## config.mk

```make
export PLATFORM = sky130hd
export DESIGN_NAME = mult_share_arb_flat
export DESIGN_NICKNAME = d
export VERILOG_FILES = /design/src/rtl/mult_share_arb_if.sv /design/src/rtl/mult_share_arb.sv /design/src/flat_wrapper.sv
export SDC_FILE = /design/constraint.sdc
export NUM_CORES = 1
export LEC_CHECK = 0
export BUFFER_PORTS_ARGS = -buffer_cell sky130_fd_sc_hd__buf_4
export CAP_MARGIN = 20
export CORE_AREA = 2 2 59 61
export DETAILED_ROUTE_END_ITERATION = 6
export DIE_AREA = 0 0 61 63
export SYNTH_ARGS = -nofsm -noshare
export SYNTH_HDL_FRONTEND = slang
export SYNTH_SLANG_ARGS = --single-unit
```

## constraint.sdc

```tcl
create_clock -name clk -period 1.9 [get_ports clk]
set_input_delay 0.19 -clock clk [delete_from_list [all_inputs] [get_ports clk]]
set_output_delay 0.19 -clock clk [all_outputs]
set_load 0.05 [all_outputs]
```

## src/rtl/mult_share_arb_if.sv

```systemverilog
// mult_share_arb_if
// Requester-side bus of the shared-multiplier scheduler.
//   req_valid  per-requester operand-pair valid
//   req_ready  one-hot grant from the scheduler
//   req_a/b    packed operands, requester i at [i*DW +: DW]
//   req_mask   1 = requester excluded from arbitration
//   rsp_valid  one-hot, single-cycle response strobe
//   rsp_data   registered product belonging to the strobed requester
// Modports: master = requester side, slave = scheduler side.
interface mult_share_arb_if #(
  parameter int DW   = 1,
  parameter int NREQ = 4
);
  logic [NREQ-1:0]    req_valid;
  logic [NREQ-1:0]    req_ready;
  logic [NREQ*DW-1:0] req_a;
  logic [NREQ*DW-1:0] req_b;
  logic [NREQ-1:0]    req_mask;
  logic [NREQ-1:0]    rsp_valid;
  logic [2*DW-1:0]    rsp_data;

  modport master (
    output req_valid, req_a, req_b, req_mask,
    input  req_ready, rsp_valid, rsp_data
  );

  modport slave (
    input  req_valid, req_a, req_b, req_mask,
    output req_ready, rsp_valid, rsp_data
  );
endinterface

```

## src/rtl/mult_share_arb.sv

```systemverilog
// mult_share_arb
// Round-robin scheduler sharing one fully pipelined multiplier between NREQ
// requesters. One operand pair is accepted per cycle, registered into the
// multiplier, and the issuing index rides a tag pipeline so the product can
// be returned with a one-hot response strobe MUL_LAT+1 clocks later.
// Ports:
//   clk, rst        rising-edge clock, synchronous active-high reset
//   bus (slave)     requester handshake, mask and response signals
//   mul_i0, mul_i1  registered operands to the multiplier
//   mul_out         multiplier product (valid MUL_LAT edges after operands)
//   busy            at least one operation in flight
module mult_share_arb #(
  parameter int DW      = 1,
  parameter int NREQ    = 4,
  parameter int MUL_LAT = 1
) (
  input  logic                  clk,
  input  logic                  rst,
  mult_share_arb_if.slave       bus,
  output logic [DW-1:0]         mul_i0,
  output logic [DW-1:0]         mul_i1,
  input  logic [2*DW-1:0]       mul_out,
  output logic                  busy
);

  localparam int              PW     = $clog2(NREQ);
  localparam int              PW1    = PW + 1;
  localparam int              NST    = MUL_LAT + 1;
  localparam logic [PW:0]     NREQ_W = PW1'(NREQ);

  // One-hot decode of a requester index.
  function automatic logic [NREQ-1:0] idx_to_onehot(input logic [PW-1:0] idx);
    return NREQ'(1) << idx;
  endfunction

  logic [PW-1:0]   ptr;
  logic [PW-1:0]   ptr_next;
  logic [PW:0]     ptr_inc;
  logic [NREQ-1:0] eligible;
  logic [NREQ-1:0] grant_oh;
  logic [PW-1:0]   grant_idx;
  logic            found;
  logic            handshake;
  logic [PW:0]     cand;
  logic [PW:0]     cand_w;
  logic [PW-1:0]   cand_idx;
  logic            pick;
  logic [DW-1:0]   a_sel;
  logic [DW-1:0]   b_sel;
  logic [NST-1:0]  tag_v;
  logic [PW-1:0]   tag_idx [NST];
  logic [NREQ-1:0] rsp_vec;
  logic [2*DW-1:0] rsp_hold;

  assign eligible = bus.req_valid & ~bus.req_mask;

  // Round-robin scan: first eligible index at or above ptr, wrapping.
  always_comb begin
    found     = 1'b0;
    grant_idx = {PW{1'b0}};
    cand      = {PW1{1'b0}};
    cand_w    = {PW1{1'b0}};
    cand_idx  = {PW{1'b0}};
    pick      = 1'b0;
    for (int off = 0; off < NREQ; off++) begin
      cand      = {1'b0, ptr} + PW1'(off);
      cand_w    = (cand >= NREQ_W) ? (cand - NREQ_W) : cand;
      cand_idx  = cand_w[PW-1:0];
      pick      = ~found & eligible[cand_idx];
      grant_idx = pick ? cand_idx : grant_idx;
      found     = found | pick;
    end
  end

  // Grant is suppressed during reset so nothing is accepted then.
  assign handshake     = found & ~rst;
  assign grant_oh      = handshake ? idx_to_onehot(grant_idx) : {NREQ{1'b0}};
  assign bus.req_ready = grant_oh;

  // Pointer moves to the slot just after the granted requester.
  assign ptr_inc  = {1'b0, grant_idx} + PW1'(1);
  assign ptr_next = (ptr_inc == NREQ_W) ? {PW{1'b0}} : ptr_inc[PW-1:0];

  // AND-OR operand mux driven by the one-hot grant.
  always_comb begin
    a_sel = {DW{1'b0}};
    b_sel = {DW{1'b0}};
    for (int i = 0; i < NREQ; i++) begin
      a_sel = a_sel | (bus.req_a[i*DW +: DW] & {DW{grant_oh[i]}});
      b_sel = b_sel | (bus.req_b[i*DW +: DW] & {DW{grant_oh[i]}});
    end
  end

  // Pointer, operand registers, tag pipeline and registered response/status.
  always_ff @(posedge clk) begin
    if (rst) begin
      ptr      <= {PW{1'b0}};
      mul_i0   <= {DW{1'b0}};
      mul_i1   <= {DW{1'b0}};
      tag_v    <= {NST{1'b0}};
      for (int j = 0; j < NST; j++) begin
        tag_idx[j] <= {PW{1'b0}};
      end
      rsp_vec  <= {NREQ{1'b0}};
      rsp_hold <= {(2*DW){1'b0}};
      busy     <= 1'b0;
    end else begin
      if (handshake) begin
        ptr    <= ptr_next;
        mul_i0 <= a_sel;
        mul_i1 <= b_sel;
      end
      // Stage 0 records every edge; invalid entries simply carry valid=0.
      tag_v[0]   <= handshake;
      tag_idx[0] <= grant_idx;
      for (int j = 1; j < NST; j++) begin
        tag_v[j]   <= tag_v[j-1];
        tag_idx[j] <= tag_idx[j-1];
      end
      // The last stage lines up with a valid mul_out for its operation.
      rsp_vec <= tag_v[NST-1] ? idx_to_onehot(tag_idx[NST-1]) : {NREQ{1'b0}};
      if (tag_v[NST-1]) begin
        rsp_hold <= mul_out;
      end
      busy <= |tag_v;
    end
  end

  assign bus.rsp_valid = rsp_vec;
  assign bus.rsp_data  = rsp_hold;

endmodule

```

## src/flat_wrapper.sv

```systemverilog
// flat-port wrapper written by rule: the top's interface ports become plain ports
module mult_share_arb_flat 
#(
  parameter int DW      = 1,
  parameter int NREQ    = 4,
  parameter int MUL_LAT = 1
)
  (clk, rst, mul_i0, mul_i1, mul_out, busy, bus_req_valid, bus_req_a, bus_req_b, bus_req_mask, bus_req_ready, bus_rsp_valid, bus_rsp_data);
  mult_share_arb_if #(.DW(DW), .NREQ(NREQ)) bus_i ();
  input  logic clk;
  input  logic rst;
  output logic [DW-1:0] mul_i0;
  output logic [DW-1:0] mul_i1;
  input  logic [2*DW-1:0] mul_out;
  output logic busy;
  input wire logic [$bits(bus_i.req_valid)-1:0] bus_req_valid;
  input wire logic [$bits(bus_i.req_a)-1:0] bus_req_a;
  input wire logic [$bits(bus_i.req_b)-1:0] bus_req_b;
  input wire logic [$bits(bus_i.req_mask)-1:0] bus_req_mask;
  output wire logic [$bits(bus_i.req_ready)-1:0] bus_req_ready;
  output wire logic [$bits(bus_i.rsp_valid)-1:0] bus_rsp_valid;
  output wire logic [$bits(bus_i.rsp_data)-1:0] bus_rsp_data;
  assign bus_i.req_valid = bus_req_valid;
  assign bus_i.req_a = bus_req_a;
  assign bus_i.req_b = bus_req_b;
  assign bus_i.req_mask = bus_req_mask;
  assign bus_req_ready = bus_i.req_ready;
  assign bus_rsp_valid = bus_i.rsp_valid;
  assign bus_rsp_data = bus_i.rsp_data;
  mult_share_arb #(.DW(DW), .NREQ(NREQ), .MUL_LAT(MUL_LAT)) u_core (.clk(clk), .rst(rst), .bus(bus_i), .mul_i0(mul_i0), .mul_i1(mul_i1), .mul_out(mul_out), .busy(busy));
endmodule
```

Word-level counts from Yosys, hierarchy flattened
Memories as Yosys holds them, arrays and structs flattened.
Cells that the tools add are included.
{ "word_totals": {"register_bits": 13, "ramBits": 4, "output_inout_bits": 13, "wordCells": 82, "n_memories": 1} }
{ "classes": {"add_sub_neg": 8, "magnitude_cmp": 8, "eq_ne": 1, "shift": 2, "n_mux": 23, "bitwise_logic": 30, "reduce_logical": 2} }
{ "memory_table": {"columns": ["name", "depth", "width", "rd", "rd_clocked_by_memory_dff", "wr", "line", "source"], "rows": [
  ["u_core.tag_idx", 2, 2, 2, 0, 2, "mult_share_arb.sv:51", "logic [PW-1:0] tag_idx [NST];"]
]} }
{ "op_table": {"columns": ["operator", "count"], "rows": [
  ["$mux 2", 11],
  ["$and 1x1->1", 12],
  ["$lt 2x3->1 const B", 4],
  ["$or 1x1->1", 11],
  ["$ge 3x3->1 const B", 3],
  ["$bmux 1 s2", 4],
  ["$shl 1x2->4 const A", 2],
  ["$sub 2x1->2 const B", 4],
  ["$mux 1", 7],
  ["$add 2x1->3 const B", 2],
  ["$add 2x2->3 const B", 2],
  ["$not 1->1", 5],
  ["$and 4x4->4", 1],
  ["$mux 4", 1],
  ["$not 4->4", 1],
  ["$reduce_or 2->1", 2],
  ["$eq 3x3->1 const B", 1],
  ["$ge 2x3->1 const B", 1]
]} }

Depth between registers and ports, before layout
{ "depth": {"depth_word": 19, "depth_mapped": 7, "ltp_nobuf": 7} }

Worst setup path before layout
Ideal clock, no wire load.
{ "synth_timing": {"kind": "reg2out", "from": "register u_core.ptr[1]", "to": "output port bus_req_ready[0]", "arrival_ps": 1518, "path_slack_ps": 192, "path_stages_with_launch": 5, "path_buffers": 0, "path_cell_list": "dfxtp_1 -> a311oi_1 -> o32ai_1 -> ha_1 -> and2_1"} }
{ "synth_between": {"elab_chain_cells": 15, "elab_cells_between_ends": 39} }
{ "synth_lines": {"columns": ["element", "line", "source"], "rows": [
  ["from (decl)", "mult_share_arb.sv:36", "logic [PW-1:0] ptr;"],
  ["from (signal assigned)", "mult_share_arb.sv:97", "ptr <= {PW{1'b0}};"],
  ["from (signal assigned)", "mult_share_arb.sv:109", "ptr <= ptr_next;"],
  ["$add 2x1->3, or another cell as far along", "mult_share_arb.sv:66", "cand = {1'b0, ptr} + PW1'(off);"],
  ["$ge 3x3->1, or another cell as far along", "mult_share_arb.sv:67", "cand_w = (cand >= NREQ_W) ? (cand - NREQ_W) : cand;"],
  ["$mux 2 or $bmux 1 s2 (tied branches)", "mult_share_arb.sv:67, mult_share_arb.sv:69", null],
  ["$bmux 1 s2 or $mux 1 (tied branches)", "mult_share_arb.sv:69", "pick = ~found & eligible[cand_idx];"],
  ["$mux 1 (not written as such) or $not 1->1 (tied branches)", "mult_share_arb.sv:69", null],
  ["$and 1x1->1", "mult_share_arb.sv:69", null],
  ["$or 1x1->1", "mult_share_arb.sv:71", "found = found | pick;"],
  ["$not 1->1", "mult_share_arb.sv:69", null],
  ["$and 1x1->1", "mult_share_arb.sv:69", null],
  ["$or 1x1->1", "mult_share_arb.sv:71", null],
  ["$not 1->1", "mult_share_arb.sv:69", null],
  ["$and 1x1->1", "mult_share_arb.sv:69", null],
  ["$mux 2 or $or 1x1->1 (tied branches)", "mult_share_arb.sv:70, mult_share_arb.sv:71", null],
  ["$shl 1x2->4 or $and 1x1->1 (tied branches)", "mult_share_arb.sv:33, mult_share_arb.sv:76", null],
  ["$mux 4 *", "mult_share_arb.sv:77", "assign grant_oh = handshake ? idx_to_onehot(grant_idx) : {NREQ{1'b0}};"],
  ["to (decl)", "flat_wrapper.sv:20", "output wire logic [$bits(bus_i.req_ready)-1:0] bus_req_ready;"]
]} }
Mark *: on every way between the ends. The rest lies on a longest branch, timed or not. The select of a mux whose other input is x is not followed.

Worst setup path after layout
{ "layout_timing": {"from": "register u_core.ptr[0]", "to": "output port bus_req_ready[1]"} }
Same word-level chain as after synthesis.

==> impl_results.md <==
* Clock transition at the registers of the reported paths at 90 ps
* Total congestion overflow at 0
* Core Util, Final at 37.5%
* Power per cell area at 727 nW/µm²
* Tcrit/Tclk final at 98.0%
* Fraction of layout cells with a size suffix above 1 at 56.8%
* DRC violations left at 0
* H-tree depth at 1
* Port-buffer cells at 32
* Via count at 659
* Antenna Nets Post-Route at 0
* First-pass GRT wire length at 2.59 mm
* Syn_nets at 96
* Max FO, Critical Path at 5
* Crit path buffers/inverters at 2
* Initial Util at 23.9%
* Netlist Area Pre-Place at 772 µm²
* Worst R2R Setup Slack at 270 ps
* Crit path cell chain: o21ba_2 > o32ai_2 > buf_4 > ha_2 > and2_1 > buf_6
* Nets at 136
* Slowest cell on the critical path: dfxtp_4
* Post-Synthesis Cells at 72
* Area Growth Syn to Fin at 56.9%
* Num rows at 21
* Total CTS buffers at 3
* Post-place setup slack at 166 ps
* Slew margin rel. at 82.5%
* Number of distinct library cells after synthesis at 22
* CP peak stage delay at 370 ps
* Die Ht at 63 µm
* Syn Area/Cell at 10.7 µm²
* Root buf cell: clkbuf_4
* Antenna Cells at 0
* Detailed Routing Iterations Pass 1 at 2
* RSZ-0062 raised after global routing: true
* Fmax at 537 MHz
* CTS tree: built
* Critical path class: reg2out
* Average wire per standard cell at 10.6 µm
* Final Hold Vio Count at 0
* Die area at 3840 µm²
* Largest net degree at the start of global routing at 18
* Tightest Pin Transition at 262 ps
* GRT Total Usage at 8.49%
* Initial antenna violation count at 0
* Clock Skew at 1.79 ps
* Min-Delay Path Class: in2reg
* Yosys warning count at 0
* First DRT Iteration DRCs at 5
* Boundary Pins at 33
* Clk_lat worst skew at 280 ps
* Req. time, crit path at 1710 ps
* Startpoint types: register
* Tmin final at 1860 ps
* Final WL at 1.67 mm
* Crit-path leading delay family: flip-flops
* Max Cap Viol at 0
* Outcome: completed
* Number of global-route vias before repair at 642
* Peak VDD IR at 261 µV
* Die Wd at 61 µm
* Worst setup margin at 37.8 ps
* Sequential share of the synthesized area at 44.1%
* Leakage at 0.538 nW
* Critical path arrival at 1670 ps
* Drt via density at 4.20
* Finish-stage setup viols at 0
* Sink Count at 17
* Core area at 3230 µm²
* Crit end category: output pin
* Max Slew Vio Count at 0
* Final Wtd Congestion at 0.678
* DP Wirelength at 1.23 mm
* Power, Total at 0.000881 W
* Clock buffer depth at 2
* Yosys reg bits at 17
==> cell usage after synthesis (all sizes together) <==
| master | n | area (µm²) |
|---|---|---|
| a22oi | 4 | 30.0 |
| a311oi | 3 | 26.3 |
| and2 | 4 | 25.0 |
| and4b | 1 | 10.0 |
| buf | 1 | 7.51 |
| clkbuf | 2 | 7.51 |
| dfxtp | 17 | 340 |
| ha | 4 | 50.1 |
| inv | 4 | 15.0 |
| mux2i | 3 | 30.0 |
| nand2b | 2 | 27.5 |
| nand4bb | 1 | 11.3 |
| nor2 | 11 | 41.3 |
| nor2b | 6 | 60.1 |
| nor3 | 1 | 10.0 |
| nor4b | 1 | 8.76 |
| nor4bb | 2 | 20.0 |
| o21ba | 1 | 10.0 |
| o221a | 2 | 22.5 |
| o22a | 1 | 10.0 |
| o32ai | 1 | 8.76 |
==> kinds of logic (layout without fill, tap and decap cells) <==
kind of cell,Yosys count,after routing,synth area share (%)
DFF,17,17,44.1
adders and majority gates,4,4,6.48
buffers and inverters,7,46,3.89
AOI/OAI and AO/OA,12,12,13.9
and+or+nand+nor,29,29,27.7
muxes,3,3,3.89
==> report_power, final <==
group | switching [W] | total (W) | internal, W
Sequential | 0.0000196 | 0.000403 | 0.000384
Clock | 0.000103 | 0.000181 | 0.0000780
Combinational | 0.000153 | 0.000297 | 0.000144
==> placed cells by master (no fill, tap or decap), types with 3 or more instances in the layout <==
cell type	Yosys	routed
buf_4	1	34
dfxtp_1	17	15
nor2_1	11	11
a22oi_1	4	4
nor2b_4	3	3
and2_4	0	3
mux2i_1	3	3
nor2b_1	3	3
clkbuf_4	0	3
==> per-stage QoR <==
stage                     area, µm²  hold WS [ps]  setup TNS (ps)  instances
final                          1210           158               0        157
after detailed placement       1070           420               0        149
after CTS                      1150           152               0        156
after floorplan                 772           262               0         72
after global placement         1070           419               0        149
after global routing           1210           180           -68.4        157
==> per-layer routing <==
metal / vias to the layer above / share of wire [%] / track usage, %
met1: 307 / 41 / 8.07
met2: 15 / 54 / 16.5
met3: 2 / 5.2 / 3.73
met4: 0 / 0.24 / 0.815
met5: - / 0 / 0
li1: 335 / - / -
==> worst min-delay path, delay by kind of cell <==
family	cells	cell delay (ps)
buf+inv	1	80
simple gates	1	80
mux	1	60
==> registers in the layout, summed over array words and instances, names as in the netlist <==
name	count
u_core.busy	1
u_core.ptr	2
u_core.tag_v	2
u_core.bus.rsp_data	2
u_core.tag_idx	4
u_core.bus.rsp_valid	4
u_core.mul_i1	1
u_core.mul_i0	1
==> area by class of cell <==
class / instances / area [µm²]
clock buffer: 3 / 22.5
clock inverter: 1 / 5.00
fill: 324 / 2020
inverter: 4 / 20.0
multi-input combinational: 48 / 453
sequential: 17 / 345
tap: 46 / 57.6
timing repair buffer: 38 / 308
==> timing repair <==
item / CTS / global route
resized for setup: 12 / 12
endpoints found under the setup margin: 4 / 4
hold buffers: 0 / 0
buffers inserted: 3 / 1
pin swaps: 1 / 3
==> final timing paths <==
check	start	end	cells past startpoint
hold reg to reg	u_core.tag_idx[0][0]$_SDFF_PP0_	u_core.tag_idx[0][2]$_SDFF_PP0_	1
hold / removal	mul_out[1]	u_core.bus.rsp_data[1]$_SDFFE_PP0P_	3
setup / recovery	u_core.ptr[0]$_SDFFE_PP0N_	bus_req_ready[1]	6
setup reg to reg	u_core.ptr[0]$_SDFFE_PP0N_	u_core.mul_i0$_SDFFE_PP0N_	8
No activity file was read; power rests on OpenSTA's default activity.
